File: src/rtl/miner_pkg.sv
// Shared types and widths for the miner result path.
package miner_pkg;

  localparam int unsigned NONCE_W    = 32;
  localparam int unsigned HASH_MSW_W = 32;

  typedef struct packed {
    logic [NONCE_W-1:0]    nonce;
    logic [HASH_MSW_W-1:0] hash_msw;
  } result_entry_t;

endpackage

File: src/rtl/result_fifo_mem.sv
// Result storage: register array with one synchronous write port and one async read port.
module result_fifo_mem
  import miner_pkg::*;
#(
  parameter int unsigned DEPTH  = 8,
  parameter int unsigned ADDR_W = $clog2(DEPTH)
) (
  input  logic              clk,
  input  logic              we,
  input  logic [ADDR_W-1:0] waddr,
  input  result_entry_t     wdata,
  input  logic [ADDR_W-1:0] raddr,
  output result_entry_t     rdata
);

  result_entry_t mem [DEPTH];

  always_ff @(posedge clk) begin
    if (we) begin
      mem[waddr] <= wdata;
    end
  end

  assign rdata = mem[raddr];

endmodule

File: src/rtl/found_nonce_fifo.sv
// Captures winning {nonce, hash MSW} per completed attempt and buffers them for the CSR side,
// alongside attempt and dropped-result counters.
module found_nonce_fifo
  import miner_pkg::*;
#(
  parameter int unsigned DEPTH  = 8,
  parameter int unsigned ADDR_W = $clog2(DEPTH),
  parameter int unsigned DROP_W = 16
) (
  input  logic                  clk,
  input  logic                  n_rst,
  input  logic                  clear,
  input  logic                  complete,
  input  logic                  found,
  input  logic [NONCE_W-1:0]    nonce,
  input  logic [HASH_MSW_W-1:0] hash_msw,
  input  logic                  pop,
  output logic                  rd_valid,
  output logic [NONCE_W-1:0]    rd_nonce,
  output logic [HASH_MSW_W-1:0] rd_hash,
  output logic [ADDR_W:0]       level,
  output logic                  full,
  output logic [31:0]           hash_cnt,
  output logic [DROP_W-1:0]     drop_cnt
);

  logic          complete_q;
  logic [ADDR_W:0] wr_ptr, rd_ptr;
  logic          ev, push, empty;
  logic          do_pop, do_push, do_drop;
  result_entry_t wdata, rdata;

  assign ev    = complete & ~complete_q;
  assign push  = ev & found;
  assign empty = (wr_ptr == rd_ptr);
  assign full  = (wr_ptr[ADDR_W] != rd_ptr[ADDR_W]) &&
                 (wr_ptr[ADDR_W-1:0] == rd_ptr[ADDR_W-1:0]);

  // A pop in the same cycle frees the slot, so a push into a full FIFO is still accepted.
  assign do_pop  = pop & ~empty & ~clear;
  assign do_push = push & (~full | do_pop) & ~clear;
  assign do_drop = push & full & ~do_pop & ~clear;

  assign rd_valid = ~empty;
  assign level    = wr_ptr - rd_ptr;
  assign rd_nonce = rdata.nonce;
  assign rd_hash  = rdata.hash_msw;

  assign wdata.nonce    = nonce;
  assign wdata.hash_msw = hash_msw;

  always_ff @(posedge clk or negedge n_rst) begin
    if (!n_rst) begin
      complete_q <= 1'b0;
      wr_ptr     <= '0;
      rd_ptr     <= '0;
      hash_cnt   <= '0;
      drop_cnt   <= '0;
    end else begin
      complete_q <= complete;
      if (clear) begin
        wr_ptr   <= '0;
        rd_ptr   <= '0;
        hash_cnt <= '0;
        drop_cnt <= '0;
      end else begin
        if (do_push) begin
          wr_ptr <= wr_ptr + 1'b1;
        end
        if (do_pop) begin
          rd_ptr <= rd_ptr + 1'b1;
        end
        if (ev) begin
          hash_cnt <= hash_cnt + 32'd1;
        end
        if (do_drop && (drop_cnt != {DROP_W{1'b1}})) begin
          drop_cnt <= drop_cnt + 1'b1;
        end
      end
    end
  end

  result_fifo_mem #(
    .DEPTH  (DEPTH),
    .ADDR_W (ADDR_W)
  ) u_mem (
    .clk   (clk),
    .we    (do_push),
    .waddr (wr_ptr[ADDR_W-1:0]),
    .wdata (wdata),
    .raddr (rd_ptr[ADDR_W-1:0]),
    .rdata (rdata)
  );

endmodule
File: config.mk
export PLATFORM = sky130hd
export DESIGN_NAME = found_nonce_fifo
export DESIGN_NICKNAME = d
export VERILOG_FILES = /design/src/rtl/miner_pkg.sv /design/src/rtl/result_fifo_mem.sv /design/src/rtl/found_nonce_fifo.sv
export SDC_FILE = /design/constraint.sdc
export NUM_CORES = 1
export LEC_CHECK = 0
export ABC_AREA = 1
export BUFFER_PORTS_ARGS = -buffer_cell sky130_fd_sc_hd__buf_2
export CAP_MARGIN = 5
export CORE_ASPECT_RATIO = 0.9
export CORE_UTILIZATION = 45
export CTS_CLUSTER_DIAMETER = 60
export DETAILED_ROUTE_END_ITERATION = 10
export GPL_TIMING_DRIVEN = 0
export MAX_ROUTING_LAYER = met4
export REMOVE_ABC_BUFFERS = 1
export SLEW_MARGIN = 25
export SYNTH_ARGS = -nofsm -noshare
export SYNTH_HDL_FRONTEND = slang
export SYNTH_SLANG_ARGS = --single-unit
export TNS_END_PERCENT = 100
File: constraint.sdc
create_clock -name clk -period 9.2 [get_ports clk]
set_input_delay 1.38 -clock clk [delete_from_list [all_inputs] [get_ports clk]]
set_output_delay 1.38 -clock clk [all_outputs]
set_load 0.05 [all_outputs]
==> impl_metrics.env <==
export IMPL_crit_path_end_kind="output port"
export IMPL_power_density_nw_per_um2=259
export IMPL_dp_cells=2819
export IMPL_postCtsHoldBufs=0
export IMPL_place_gp_congestion=0.851
export IMPL_clk_latency_ps=620
export IMPL_drt_iter0_drc=1099
export IMPL_required_ps=7820
export IMPL_mostFrequentLayoutCells="edfxtp_1, nand2_1, nor2_1, o21ai_0, buf_2"
export IMPL_wl_per_cell_um=19.2
export IMPL_drc=0
export IMPL_final_cells=2935
export IMPL_die_area_sq_um=52700
export IMPL_wl_um=56200
export IMPL_layout_nets=2276
export IMPL_grt_pass1_wl_um=88000
export IMPL_routed_via_count=15702
export IMPL_max_stage_delay_ps=810
export IMPL_synth_compound_area_share_pct=9.90
export IMPL_synth_warnings=0
export IMPL_setup_viol=0
export IMPL_ant_nets=0
export IMPL_post_cts_buffers=0
export IMPL_ys_ff_latch=569
export IMPL_synthSimpleGateAreaFrac_pct=14.0
export IMPL_dr_pass1_iters=5
export IMPL_hold_path_class="reg2reg"
export IMPL_run_status="completed"
export IMPL_cts_tree="yes"
export IMPL_rsz0062_at_grt="false"
export IMPL_place_hpwl_um=34000
export IMPL_synthXorXnorAreaFrac_pct=0.414
export IMPL_antenna_found_initial=10
export IMPL_fin_skew_ps=21.8
export IMPL_grt_overflow=0
export IMPL_root_buffer="clkbuf_16"
export IMPL_grt_pass1_vias=15280
export IMPL_clk_pin_slew_ps=60
export IMPL_synth_top_area_share_pct=66.0
export IMPL_cts_max_path_buffers=3
export IMPL_synth_top_family_by_area="simple AND/OR/NAND/NOR gates"
export IMPL_core_rowCount=78
export IMPL_maxSlewHeadroom_pct=50.1
export IMPL_cap_violations=0
export IMPL_layout_commonest_cell="edfxtp_1"
export IMPL_tns_ps=0
export IMPL_die_y_um=218
export IMPL_synth_area_leaders="edfxtp_1, dfrtp_1, o21ai_0"
export IMPL_yosys_area_share_adder_pct=0.462
export IMPL_max_freq_mhz=217
export IMPL_cp_arrival_ps=3220
export IMPL_die_w_um=242
export IMPL_cts_max_level=2
export IMPL_p_leak_uw=0.0100
export IMPL_synthesis_area_sq_um=23300
export IMPL_avgSynthCellArea_sq_um=11.7
export IMPL_finalCriticalPeriod_ps=4600
export IMPL_fin_crit_sh_pct=50.0
export IMPL_grt_max_degree=123
export IMPL_via_per_inst=5.35
export IMPL_vdd_drop_max_mv=0.206
export IMPL_numPortBuffers=187
export IMPL_crit_chain="inv_8, buf_16, ha_1, nand2_1, o21ai_0, xor2_1, buf_2"
export IMPL_drive_gt1_share_pct=16.2
export IMPL_final_area_sq_um=27600
export IMPL_io_pins=188
export IMPL_hold_violations=0
export IMPL_muxShareOfSynthArea_pct=0
export IMPL_place_area_sq_um=25800
export IMPL_core_area_sq_um=50700
export IMPL_yosysSeqAreaShare_pct=72.2
export IMPL_slowest_stage="dfrtp_4"
export IMPL_syn_inst=1994
export IMPL_slew_violations=0
export IMPL_grtUsageTotal_pct=22.1
export IMPL_cts_buffers=57
export IMPL_syn2layout_area_growth_pct=18.7
export IMPL_path_max_fanout=66
export IMPL_clock_sinks=569
export IMPL_critical_path_class="reg2out"
export IMPL_yosys_area_top_type="edfxtp_1"
export IMPL_critPathLaunchType="flip-flop"
export IMPL_initial_utilization_pct=45.9
export IMPL_yosysUniqueCellTypes=35
export IMPL_worst_pin_slew_ps=748
export IMPL_cts_resized=0
export IMPL_hold_worst_slack_ps=568
[through the flow]
stage / util (%) / power, uW / setup WS, ps
3_3_place_gp: 48.4 / 4920 / -12490
4_1_cts: 54.4 / 7210 / 4500
3_5_place_dp: 50.8 / 4950 / 4890
6_report: 54.4 / 7150 / 4600
2_1_floorplan: - / 4330 / -1010
5_1_grt: 54.4 / 7470 / 4380
[worst paths after layout]
path	endpoint	start	cells after the start	slack [ps]
max	level[3]	rd_ptr[1]$_DFFE_PN0P_	7	4600
min	hash_cnt[13]$_DFFE_PN0P_	hash_cnt[13]$_DFFE_PN0P_	2	570
max reg2reg	u_mem.mem[3][54]$_DFFE_PP_	rd_ptr[1]$_DFFE_PN0P_	15	4980
min reg2reg	hash_cnt[13]$_DFFE_PN0P_	hash_cnt[13]$_DFFE_PN0P_	2	570
max in group asynchronous	rd_ptr[1]$_DFFE_PN0P_	n_rst	1	7800
min in group asynchronous	drop_cnt[5]$_DFFE_PN0P_	n_rst	1	840
[Yosys cell counts (all sizes together)]
library cell  count
o211ai            1
inv              58
xor2              7
dfrtp            57
nor2            367
a21oi            13
o22ai           128
buf              52
o21bai            1
clkbuf           57
edfxtp          512
nand3            57
o21ai           278
a2bb2oi           1
fa                1
nand4            10
ha                7
xnor2             4
nor3             16
nand2           361
nor3b             2
a31oi             4
[state kept, by name (all words and copies together), names as in the netlist]
register    count
u_mem.mem     512
rd_ptr          4
wr_ptr          4
complete_q      1
hash_cnt       32
drop_cnt       16
[logic make-up (layout without fill, tap and decap cells)]
family | after synthesis | after routing
AO/OA/AOI/OAI | 426 | 426
buffers and inverters | 167 | 418
AND/OR/NAND/NOR | 813 | 813
adder cells (fa/ha/maj) | 8 | 8
XOR/XNOR | 11 | 11
flip-flops | 569 | 569
other | 0 | 10
[cell type report]
cell class / count / area (sq um)
Fill cell: 4305 / 23100
Sequential cell: 569 / 16800
Multi-Input combinational cell: 1258 / 5830
Timing Repair Buffer: 254 / 2060
Clock buffer: 71 / 1480
Tap cell: 680 / 851
Clock inverter: 35 / 334
Inverter: 58 / 238
Antenna cell: 10 / 25.0
[routing by layer]
metal	global-route usage (%)	vias to the layer above	share of wire (%)
li1	-	7524	-
met1	29.2	7661	45
met2	34.4	419	47
met3	5.19	98	6.5
met4	6.14	0	2.2
met5	-	-	0
[power breakdown]
part	switching (uW)	total, uW	leakage (uW)	internal, uW
Combinational	1500	2000	0.00374	503
Sequential	53.4	2880	0.00539	2830
Clock	981	2270	0.000878	1290
[worst max-delay path: cells and delay by family (launching register included)]
kind / cells / cell delay, ps
AOI/OAI and AO/OA: 1 / 200
xor gates and xnor gates: 1 / 250
adders and majority gates: 1 / 320
DFF: 1 / 810
and+or+nand+nor: 1 / 80
buffers and inverters: 3 / 920
No activity file was read; power rests on OpenSTA's default activity.
